$ cat config.mk
export PLATFORM = sky130hd
export DESIGN_NAME = isa_decoder_pipe_flat
export DESIGN_NICKNAME = d
export VERILOG_FILES = /design/src/rtl/isa_decoder_pipe_if.sv /design/src/rtl/isa_decoder_pipe.sv /design/src/flat_wrapper.sv
export SDC_FILE = /design/constraint.sdc
export NUM_CORES = 1
export LEC_CHECK = 0
export CAP_MARGIN = 5
export CELL_PAD_IN_SITES_DETAIL_PLACEMENT = 1
export CELL_PAD_IN_SITES_GLOBAL_PLACEMENT = 2
export CORE_MARGIN = 3
export CORE_UTILIZATION = 35
export CTS_CLUSTER_DIAMETER = 80
export CTS_CLUSTER_SIZE = 25
export DETAILED_ROUTE_END_ITERATION = 12
export DONT_BUFFER_PORTS = 1
export MAX_ROUTING_LAYER = met4
export PLACE_DENSITY_LB_ADDON = 0.08
export SYNTH_ARGS = -nofsm -noshare
export SYNTH_HDL_FRONTEND = slang
export SYNTH_SLANG_ARGS = --single-unit
$ cat constraint.sdc
create_clock -name clk -period 5.9 [get_ports clk]
set_input_delay 1.77 -clock clk [delete_from_list [all_inputs] [get_ports clk]]
set_output_delay 1.77 -clock clk [all_outputs]
set_load 0.03 [all_outputs]
$ cat src/rtl/isa_decoder_pipe_if.sv
// Instruction stream in, decoded beat stream out, for isa_decoder_pipe.
`timescale 1ns/1ps
interface isa_decoder_pipe_if #(
   parameter int unsigned DWIDTH_INST  = 32,
   parameter int unsigned DWIDTH_RFADD = 5,
   parameter int unsigned DWIDTH_INT   = 32,
   parameter int unsigned LANES        = 4,
   parameter int unsigned VLMAX        = 32
);
   localparam int unsigned VL_W = $clog2(VLMAX + 1);

   logic [DWIDTH_INST-1:0]  instr;
   logic                    instr_tvalid;
   logic                    instr_tready;
   logic                    out_tvalid;
   logic                    out_tready;
   logic [DWIDTH_RFADD-1:0] rs1;
   logic [DWIDTH_RFADD-1:0] rs2;
   logic [DWIDTH_RFADD-1:0] rd;
   logic [DWIDTH_RFADD-1:0] vr_addr;
   logic [DWIDTH_RFADD-1:0] vw_addr;
   logic                    is_vle32_vv;
   logic                    is_vse32_vv;
   logic                    is_vmacc_vv;
   logic                    is_vstreamout;
   logic                    is_bne;
   logic                    is_csr;
   logic                    is_lw;
   logic                    is_lui;
   logic                    is_addi;
   logic                    is_illegal;
   logic                    is_not_vect;
   logic [2:0]              op;
   logic [2:0]              op_scalar;
   logic [11:0]             branch_immediate;
   logic [DWIDTH_INT-1:0]   R_immediate;
   logic                    wen_RF_scalar;
   logic [LANES-1:0]        lane_mask;
   logic                    beat_last;
   logic [VL_W-1:0]         vl;

   modport master (
      output instr, instr_tvalid, out_tready,
      input  instr_tready, out_tvalid, rs1, rs2, rd, vr_addr, vw_addr,
      input  is_vle32_vv, is_vse32_vv, is_vmacc_vv, is_vstreamout, is_bne, is_csr,
      input  is_lw, is_lui, is_addi, is_illegal, is_not_vect, op, op_scalar,
      input  branch_immediate, R_immediate, wen_RF_scalar, lane_mask, beat_last, vl
   );

   modport slave (
      input  instr, instr_tvalid, out_tready,
      output instr_tready, out_tvalid, rs1, rs2, rd, vr_addr, vw_addr,
      output is_vle32_vv, is_vse32_vv, is_vmacc_vv, is_vstreamout, is_bne, is_csr,
      output is_lw, is_lui, is_addi, is_illegal, is_not_vect, op, op_scalar,
      output branch_immediate, R_immediate, wen_RF_scalar, lane_mask, beat_last, vl
   );
endinterface

$ cat src/rtl/isa_decoder_pipe.sv
// Decodes one instruction per handshake and expands vector ops into
// ceil(vl/LANES) lane beats; vsetivli updates the live vector length.
`timescale 1ns/1ps
module isa_decoder_pipe #(
   parameter int unsigned DWIDTH_INST  = 32,
   parameter int unsigned DWIDTH_RFADD = 5,
   parameter int unsigned DWIDTH_INT   = 32,
   parameter int unsigned LANES        = 4,
   parameter int unsigned VLMAX        = 32
) (
   input logic clk,
   input logic rst,
   isa_decoder_pipe_if.slave bus
);
   localparam int unsigned VL_W    = $clog2(VLMAX + 1);
   localparam int unsigned FLAG_W  = 10;
   localparam int unsigned F_VLE   = 0;
   localparam int unsigned F_VSE   = 1;
   localparam int unsigned F_VMACC = 2;
   localparam int unsigned F_VSO   = 3;
   localparam int unsigned F_BNE   = 4;
   localparam int unsigned F_CSR   = 5;
   localparam int unsigned F_LW    = 6;
   localparam int unsigned F_LUI   = 7;
   localparam int unsigned F_ADDI  = 8;
   localparam int unsigned F_ILL   = 9;

   logic [DWIDTH_INST-1:0] ins;
   logic [6:0]             opcode;
   logic [2:0]             funct3;
   logic [FLAG_W-1:0]      d_flags;
   logic                   d_vec;
   logic [2:0]             d_op;
   logic [2:0]             d_op_scalar;
   logic [DWIDTH_INT-1:0]  d_imm;
   logic [VL_W-1:0]        d_vl;
   logic                   d_wen;

   logic [VL_W-1:0]        vl_q;
   logic [VL_W-1:0]        bcnt;
   logic                   expanding;
   logic                   out_valid;
   logic                   ready_en;
   logic [FLAG_W-1:0]      flags;
   logic                   not_vect;

   int unsigned            vl_u;
   int unsigned            last_idx;
   int unsigned            tail_cnt;
   logic [LANES-1:0]       tail_mask;
   logic                   first_last;
   logic                   next_last;
   logic                   accept;
   logic                   fire;

   assign ins    = bus.instr;
   assign opcode = ins[6:0];
   assign funct3 = ins[14:12];

   // Instruction class, immediates and candidate new vl for the incoming word
   always_comb begin
      d_flags     = '0;
      d_op        = '0;
      d_op_scalar = '0;
      d_imm       = '0;
      d_vl        = '0;
      d_wen       = 1'b0;
      case (opcode)
         7'b1010111: begin
            if (funct3 == 3'b111 && ins[31:30] == 2'b11) d_flags[F_CSR] = 1'b1;
            else                                         d_flags[F_VMACC] = 1'b1;
         end
         7'b0000111: d_flags[F_VLE]  = 1'b1;
         7'b0100111: d_flags[F_VSE]  = 1'b1;
         7'b1111111: d_flags[F_VSO]  = 1'b1;
         7'b0000011: d_flags[F_LW]   = 1'b1;
         7'b0110111: d_flags[F_LUI]  = 1'b1;
         7'b0010011: d_flags[F_ADDI] = 1'b1;
         7'b1100011: d_flags[F_BNE]  = 1'b1;
         default:    d_flags[F_ILL]  = 1'b1;
      endcase
      d_vec = d_flags[F_VLE] | d_flags[F_VSE] | d_flags[F_VMACC];
      if (d_vec | d_flags[F_VSO] | d_flags[F_CSR])
         d_op = funct3;
      if (d_flags[F_BNE] | d_flags[F_LW] | d_flags[F_LUI] | d_flags[F_ADDI])
         d_op_scalar = funct3;
      if (32'(ins[19:15]) > VLMAX) d_vl = VL_W'(VLMAX);
      else                         d_vl = VL_W'(ins[19:15]);
      if (d_flags[F_LW] | d_flags[F_ADDI]) d_imm = DWIDTH_INT'($signed(ins[31:20]));
      if (d_flags[F_LUI])                  d_imm = DWIDTH_INT'({ins[31:12], 12'h000});
      if (d_flags[F_CSR])                  d_imm = DWIDTH_INT'(d_vl);
      d_wen = (d_flags[F_LW] | d_flags[F_LUI] | d_flags[F_ADDI] | d_flags[F_CSR])
              && (ins[11:7] != 5'd0);
   end

   // Final-beat index and partial lane mask for the current vl (unused when vl==0)
   always_comb begin
      vl_u       = 32'(vl_q);
      last_idx   = (vl_u - 32'd1) / LANES;
      tail_cnt   = ((vl_u - 32'd1) % LANES) + 32'd1;
      tail_mask  = LANES'((32'd1 << tail_cnt) - 32'd1);
      first_last = (last_idx == 32'd0);
      next_last  = ((32'(bcnt) + 32'd1) == last_idx);
   end

   assign bus.instr_tready = ready_en && !expanding && (!out_valid || bus.out_tready);
   assign accept           = bus.instr_tvalid && bus.instr_tready;
   assign fire             = out_valid && bus.out_tready;

   assign bus.out_tvalid    = out_valid;
   assign bus.vl            = vl_q;
   assign bus.is_not_vect   = not_vect;
   assign bus.is_vle32_vv   = flags[F_VLE];
   assign bus.is_vse32_vv   = flags[F_VSE];
   assign bus.is_vmacc_vv   = flags[F_VMACC];
   assign bus.is_vstreamout = flags[F_VSO];
   assign bus.is_bne        = flags[F_BNE];
   assign bus.is_csr        = flags[F_CSR];
   assign bus.is_lw         = flags[F_LW];
   assign bus.is_lui        = flags[F_LUI];
   assign bus.is_addi       = flags[F_ADDI];
   assign bus.is_illegal    = flags[F_ILL];

   always_ff @(posedge clk or posedge rst) begin
      if (rst) begin
         ready_en             <= 1'b0;
         out_valid            <= 1'b0;
         expanding            <= 1'b0;
         bcnt                 <= '0;
         vl_q                 <= VL_W'(VLMAX);
         flags                <= '0;
         not_vect             <= 1'b0;
         bus.rs1              <= '0;
         bus.rs2              <= '0;
         bus.rd               <= '0;
         bus.vr_addr          <= '0;
         bus.vw_addr          <= '0;
         bus.op               <= '0;
         bus.op_scalar        <= '0;
         bus.branch_immediate <= '0;
         bus.R_immediate      <= '0;
         bus.wen_RF_scalar    <= 1'b0;
         bus.lane_mask        <= '0;
         bus.beat_last        <= 1'b0;
      end else begin
         ready_en <= 1'b1;
         if (accept) begin
            bus.rs1              <= DWIDTH_RFADD'(ins[19:15]);
            bus.rs2              <= DWIDTH_RFADD'(ins[24:20]);
            bus.rd               <= DWIDTH_RFADD'(ins[11:7]);
            bus.vr_addr          <= DWIDTH_RFADD'(ins[19:15]);
            bus.vw_addr          <= DWIDTH_RFADD'(ins[11:7]);
            bus.op               <= d_op;
            bus.op_scalar        <= d_op_scalar;
            bus.branch_immediate <= {ins[31], ins[7], ins[30:25], ins[11:8]};
            bus.R_immediate      <= d_imm;
            bcnt                 <= '0;
            if (d_flags[F_CSR]) vl_q <= d_vl;
            if (d_vec && vl_q == '0) begin
               // Empty vector op: swallowed with no beat
               out_valid         <= 1'b0;
               expanding         <= 1'b0;
               flags             <= '0;
               not_vect          <= 1'b0;
               bus.wen_RF_scalar <= 1'b0;
               bus.beat_last     <= 1'b0;
               bus.lane_mask     <= '0;
            end else if (d_vec) begin
               out_valid         <= 1'b1;
               expanding         <= !first_last;
               flags             <= d_flags;
               not_vect          <= 1'b0;
               bus.wen_RF_scalar <= 1'b0;
               bus.beat_last     <= first_last;
               bus.lane_mask     <= first_last ? tail_mask : '1;
            end else begin
               out_valid         <= 1'b1;
               expanding         <= 1'b0;
               flags             <= d_flags;
               not_vect          <= 1'b1;
               bus.wen_RF_scalar <= d_wen;
               bus.beat_last     <= 1'b1;
               bus.lane_mask     <= '1;
            end
         end else if (fire) begin
            if (expanding) begin
               bcnt          <= bcnt + VL_W'(1);
               bus.vr_addr   <= bus.vr_addr + DWIDTH_RFADD'(1);
               bus.vw_addr   <= bus.vw_addr + DWIDTH_RFADD'(1);
               bus.beat_last <= next_last;
               bus.lane_mask <= next_last ? tail_mask : '1;
               expanding     <= !next_last;
            end else begin
               out_valid         <= 1'b0;
               flags             <= '0;
               not_vect          <= 1'b0;
               bus.wen_RF_scalar <= 1'b0;
            end
         end
      end
   end
endmodule

$ cat src/flat_wrapper.sv
// flat-port wrapper written by rule: the top's interface ports become plain ports
module isa_decoder_pipe_flat 
#(
   parameter int unsigned DWIDTH_INST  = 32,
   parameter int unsigned DWIDTH_RFADD = 5,
   parameter int unsigned DWIDTH_INT   = 32,
   parameter int unsigned LANES        = 4,
   parameter int unsigned VLMAX        = 32
)
  (clk, rst, bus_instr, bus_instr_tvalid, bus_out_tready, bus_instr_tready, bus_out_tvalid, bus_rs1, bus_rs2, bus_rd, bus_vr_addr, bus_vw_addr, bus_is_vle32_vv, bus_is_vse32_vv, bus_is_vmacc_vv, bus_is_vstreamout, bus_is_bne, bus_is_csr, bus_is_lw, bus_is_lui, bus_is_addi, bus_is_illegal, bus_is_not_vect, bus_op, bus_op_scalar, bus_branch_immediate, bus_R_immediate, bus_wen_RF_scalar, bus_lane_mask, bus_beat_last, bus_vl);
  isa_decoder_pipe_if #(.DWIDTH_INST(DWIDTH_INST), .DWIDTH_RFADD(DWIDTH_RFADD), .DWIDTH_INT(DWIDTH_INT), .LANES(LANES), .VLMAX(VLMAX)) bus_i ();
  input logic clk;
  input logic rst;
  input wire logic [$bits(bus_i.instr)-1:0] bus_instr;
  input wire logic [$bits(bus_i.instr_tvalid)-1:0] bus_instr_tvalid;
  input wire logic [$bits(bus_i.out_tready)-1:0] bus_out_tready;
  output wire logic [$bits(bus_i.instr_tready)-1:0] bus_instr_tready;
  output wire logic [$bits(bus_i.out_tvalid)-1:0] bus_out_tvalid;
  output wire logic [$bits(bus_i.rs1)-1:0] bus_rs1;
  output wire logic [$bits(bus_i.rs2)-1:0] bus_rs2;
  output wire logic [$bits(bus_i.rd)-1:0] bus_rd;
  output wire logic [$bits(bus_i.vr_addr)-1:0] bus_vr_addr;
  output wire logic [$bits(bus_i.vw_addr)-1:0] bus_vw_addr;
  output wire logic [$bits(bus_i.is_vle32_vv)-1:0] bus_is_vle32_vv;
  output wire logic [$bits(bus_i.is_vse32_vv)-1:0] bus_is_vse32_vv;
  output wire logic [$bits(bus_i.is_vmacc_vv)-1:0] bus_is_vmacc_vv;
  output wire logic [$bits(bus_i.is_vstreamout)-1:0] bus_is_vstreamout;
  output wire logic [$bits(bus_i.is_bne)-1:0] bus_is_bne;
  output wire logic [$bits(bus_i.is_csr)-1:0] bus_is_csr;
  output wire logic [$bits(bus_i.is_lw)-1:0] bus_is_lw;
  output wire logic [$bits(bus_i.is_lui)-1:0] bus_is_lui;
  output wire logic [$bits(bus_i.is_addi)-1:0] bus_is_addi;
  output wire logic [$bits(bus_i.is_illegal)-1:0] bus_is_illegal;
  output wire logic [$bits(bus_i.is_not_vect)-1:0] bus_is_not_vect;
  output wire logic [$bits(bus_i.op)-1:0] bus_op;
  output wire logic [$bits(bus_i.op_scalar)-1:0] bus_op_scalar;
  output wire logic [$bits(bus_i.branch_immediate)-1:0] bus_branch_immediate;
  output wire logic [$bits(bus_i.R_immediate)-1:0] bus_R_immediate;
  output wire logic [$bits(bus_i.wen_RF_scalar)-1:0] bus_wen_RF_scalar;
  output wire logic [$bits(bus_i.lane_mask)-1:0] bus_lane_mask;
  output wire logic [$bits(bus_i.beat_last)-1:0] bus_beat_last;
  output wire logic [$bits(bus_i.vl)-1:0] bus_vl;
  assign bus_i.instr = bus_instr;
  assign bus_i.instr_tvalid = bus_instr_tvalid;
  assign bus_i.out_tready = bus_out_tready;
  assign bus_instr_tready = bus_i.instr_tready;
  assign bus_out_tvalid = bus_i.out_tvalid;
  assign bus_rs1 = bus_i.rs1;
  assign bus_rs2 = bus_i.rs2;
  assign bus_rd = bus_i.rd;
  assign bus_vr_addr = bus_i.vr_addr;
  assign bus_vw_addr = bus_i.vw_addr;
  assign bus_is_vle32_vv = bus_i.is_vle32_vv;
  assign bus_is_vse32_vv = bus_i.is_vse32_vv;
  assign bus_is_vmacc_vv = bus_i.is_vmacc_vv;
  assign bus_is_vstreamout = bus_i.is_vstreamout;
  assign bus_is_bne = bus_i.is_bne;
  assign bus_is_csr = bus_i.is_csr;
  assign bus_is_lw = bus_i.is_lw;
  assign bus_is_lui = bus_i.is_lui;
  assign bus_is_addi = bus_i.is_addi;
  assign bus_is_illegal = bus_i.is_illegal;
  assign bus_is_not_vect = bus_i.is_not_vect;
  assign bus_op = bus_i.op;
  assign bus_op_scalar = bus_i.op_scalar;
  assign bus_branch_immediate = bus_i.branch_immediate;
  assign bus_R_immediate = bus_i.R_immediate;
  assign bus_wen_RF_scalar = bus_i.wen_RF_scalar;
  assign bus_lane_mask = bus_i.lane_mask;
  assign bus_beat_last = bus_i.beat_last;
  assign bus_vl = bus_i.vl;
  isa_decoder_pipe #(.DWIDTH_INST(DWIDTH_INST), .DWIDTH_RFADD(DWIDTH_RFADD), .DWIDTH_INT(DWIDTH_INT), .LANES(LANES), .VLMAX(VLMAX)) u_core (.clk(clk), .rst(rst), .bus(bus_i));
endmodule
# Word-level counts from Yosys, hierarchy flattened
# Cells that the tools add are included.
# word_totals
register_bits	107
word_cells	128
# classes
n_addsub	7
n_eq_ne	12
n_shift	1
muxes	57
bitwise_logic	11
n_reduce_logical	21
# ops
op	n
$mux 32	3
$mux 10	4
$eq 32x30->1	1
$logic_not 32->1	1
$mux 1	32
$shl 1x32->4 const A	1
$mux 5	6
$mux 4	7
$eq 7x7->1 const B	3
$mux 6	3
$eq 7x6->1 const B	2
$or 1x1->1	11
$add 5x1->5 const B	2
$reduce_or 8->1	1
$add 6x1->7 const B	1
$eq 7x2->1 const B	1
$eq 7x3->1 const B	1
$eq 7x5->1 const B	1
$logic_and 1x1->1	7
$sub 6x1->7 const B	1
$add 6x1->6 const B	1
$logic_not 6->1	1
$mux 3	2
$reduce_and 2->1	3
9 further kinds	13

# Depth between registers and ports, before layout
# logic_depth
depth_word	9
depth_mapped	8

# Worst setup path before layout
# Ideal clock, no wire load.
# synth_path
path_type	input-to-output
from	in bus_out_tready
to	out bus_instr_tready
arrival_ns	2.533
required_ns	4.130
path_slack_ns	1.597
cell_stages	2
cell_sequence	nor2b_4 > nor3b_1
# synth_between
elab_chain_cells	2
# synth_lines
element	line_no	rtl
start, declared	flat_wrapper.sv:16	input wire logic [$bits(bus_i.out_tready)-1:0] bus_out_tready;
$logic_or 1x1->1	isa_decoder_pipe.sv:106	assign bus.instr_tready = ready_en && !expanding && (!out_valid || bus.out_tready);
$logic_and 1x1->1	isa_decoder_pipe.sv:106	
end, declared	flat_wrapper.sv:17	output wire logic [$bits(bus_i.instr_tready)-1:0] bus_instr_tready;
# Every way passes these cells.

# Worst setup path after layout
# Ends and elaborated chain as after synthesis.

==> impl_metrics.json <==
{
  "finalHoldViolCount": 0,
  "htreeDepth": 3,
  "dp_hpwl_mm": 9.36,
  "ant_nets": 0,
  "drt_first_pass_iters": 5,
  "grt-ovfl-total": 0,
  "power_density_mw_per_mm2": 262,
  "grt_pass1_vias": 3584,
  "synth.distinct_cells": 62,
  "r2r_slack_ns": 3.19,
  "die_y_um": 122,
  "rsz0062_at_grt": "false",
  "via_per_inst": 5.43,
  "antenna_found_initial": 0,
  "post-cts-setup-buffer-count": 0,
  "setup_tns_ns": 0,
  "grt_first_pass_wirelength_mm": 21.3,
  "outcome": "finished clean",
  "cp_top_family": "simple AND/OR/NAND/NOR gates",
  "cpPeakStageDelay_ns": 0.76,
  "mostFrequentLayoutCells": "nand2_1 (122), dfrtp_1 (101), nor2_1 (38)",
  "netlist_instances": 480,
  "numPortBuffers": 0,
  "synth_warnings": 0,
  "slowest_stage": "nor3b_1",
  "whs_endpoint": "u_core.bcnt[4]$_DFFE_PP0P_",
  "core_area_mm2": 0.0129,
  "cts_root_buf": "clkbuf_16",
  "place.gp.congestion": 0.726,
  "synth.top_cells.by_area": "dfrtp_1 (53%), nand2_1 (9.7%), o21ai_0 (3.2%)",
  "min_period_ns": 4.33,
  "die-width_um": 122,
  "insertedDiodeCount": 0,
  "layout-drive-gt1-share": 0.0957,
  "area_growth_pct": 8.75,
  "routed-via-count": 3487,
  "max_freq_mhz": 231,
  "worst-path-buf-inv": 0,
  "cap_viol_max_count": 0,
  "dp_slack_ns": 1.56,
  "r2r-end": "u_core.bus.R_immediate[7]$_DFFE_PP0P_",
  "synth_edf_count": 0,
  "cp.arrival_ns": 2.56,
  "fin_worst_skew_ns": 0.00914,
  "vdd_drop_max_v": 0.000112,
  "syn_area_per_cell_um2": 9.87,
  "synth_ff_type": "dfrtp_1",
  "slew-limit-headroom": 0.370,
  "clock_path_buffers": 2,
  "worst-slew-pin-transition_ns": 0.942,
  "yosysTopAreaCellShare": 0.534,
  "cp.required_ns": 4.13,
  "wl_per_cell_um": 21.0,
  "fin_ws_ns": 1.57,
  "worstReg2RegStart": "u_core.bus.out_tvalid$_DFFE_PP0P_",
  "cp-start-kind": "input port",
  "crit_fanout": 4,
  "cts_buffers": 9,
  "cts_hold_buffers": 0,
  "drc": 0,
  "ys_seq_elements": 102,
  "layout_commonest_cell": "nand2_1",
  "min_period_over_period": 0.733,
  "pin_count": 136,
  "ys_async_sr_fraction": 1.00,
  "gr-usage-all-layers": 0.190,
  "ff2ff_path_depth": 5,
  "setup_viol": 0,
  "die_area_mm2": 0.0150,
  "fp-row-count": 41,
  "wl_mm": 13.5,
  "clk_pin_slew_ns": 0.07,
  "post-synth-top-area-cell": "dfrtp_1",
  "worstHoldStart": "u_core.bcnt[4]$_DFFE_PP0P_",
  "hp-class": "flip-flop to flip-flop",
  "crit_path_end_kind": "output port",
  "tritoncts": "built",
  "clock_latency_ns": 0.35,
  "ys_seq_area_frac": 0.539,
  "cts_resized": 0,
  "syn-num-nets": 522,
  "worstPathCellList": "nor2b_4 -> nor3b_1",
  "fillers": 1469,
  "syn_area_mm2": 0.00474,
  "p_leak_nw": 2.46,
  "whs_path_depth": 1,
  "drv_slew": 0,
  "grt_start_max_net_pins": 64,
  "path_class": "input port to output port",
  "start_util": 0.366,
  "drt_first_iter_violations": 195,
  "clock_sinks": 102,
  "nets": 507
}
-- routing by layer --
| layer | up-vias | share of wire | GRT usage |
|---|---|---|---|
| li1 | 1631 | - | - |
| met1 | 1742 | 0.44 | 0.254 |
| met2 | 101 | 0.45 | 0.272 |
| met3 | 13 | 0.089 | 0.0700 |
| met4 | 0 | 0.012 | 0.0546 |
| met5 | - | 0 | - |
-- layout make-up --
cell class / instances / area, µm² / share of cell area
Tap cell: 172 / 215 / 0.0418
Inverter: 9 / 36.3 / 0.00705
Multi-Input combinational cell: 340 / 2010 / 0.390
Clock buffer: 14 / 274 / 0.0532
Clock inverter: 2 / 38.8 / 0.00753
Sequential cell: 102 / 2550 / 0.496
Timing Repair Buffer: 3 / 22.5 / 0.00437
-- how the worst max path moves through the flow --
stage	to	cells after the start	slack, ns	from
floorplan	u_core.bcnt[0]$_DFFE_PP0P_	1	1.46	rst
global placement	bus_instr_tready	2	1.56	bus_out_tready
detailed placement	bus_instr_tready	2	1.56	bus_out_tready
CTS	bus_instr_tready	2	1.56	bus_out_tready
global route	bus_instr_tready	2	1.51	bus_out_tready
finish	bus_instr_tready	2	1.57	bus_out_tready
-- through the flow --
stage               hold WS [ns]  cells  utilization  total power, mW  cell area [µm²]
floorplan                  0.484    480            -            0.735             4740
global placement           0.520    626        0.374            0.738             4840
detailed placement         0.534    626        0.374            0.739             4840
CTS                        0.544    642        0.398             1.37             5150
global route               0.584    642        0.398             1.40             5150
finish                     0.549    642        0.398             1.35             5150
-- state kept, by name, indices dropped and copies added (netlist names), 3 cells and up --
register and count:
u_core.bus.R_immediate 32, u_core.bus.branch_immediate 12, u_core.flags 10, u_core.bcnt 6, u_core.bus.vl 6, u_core.bus.rs1 5, u_core.bus.rs2 5, u_core.bus.vr_addr 5
u_core.bus.vw_addr 5, u_core.bus.lane_mask 4, u_core.bus.op 3, u_core.bus.op_scalar 3
-- cell usage after synthesis (all sizes together), types with 2 or more instances --
master    n
o21a      2
or3       4
nor3b     2
xor2      6
o21bai    2
nor2b     7
nand3     9
o31a      2
nor3      9
dfrtp   101
mux2      5
a21oi     3
ha        6
buf      18
a211oi    2
nand4     6
a22oi     5
nand2   122
a32o      6
a221oi    5
inv       9
and3      2
o21ai    41
a22o     14
clkbuf   11
nor4      2
o311ai    4
xnor2     7
o31ai     4
a211o     2
nand3b    2
o22ai     3
nor2     38
nand2b    2
-- cells by family after synthesis --
logic type | share of synthesized area
compound gates | 0.160
xor+xnor | 0.0240
fa+ha+maj | 0.0159
buf+inv | 0.0380
flops | 0.539
mux | 0.0140
other cells | 0.000792
simple gates | 0.208
-- where the power goes --
group | internal (mW) | switching (mW)
registers | 0.699 | 0.000187
clock network | 0.365 | 0.259
logic | 0.00558 | 0.0187
(Power assumes the default switching activity.)
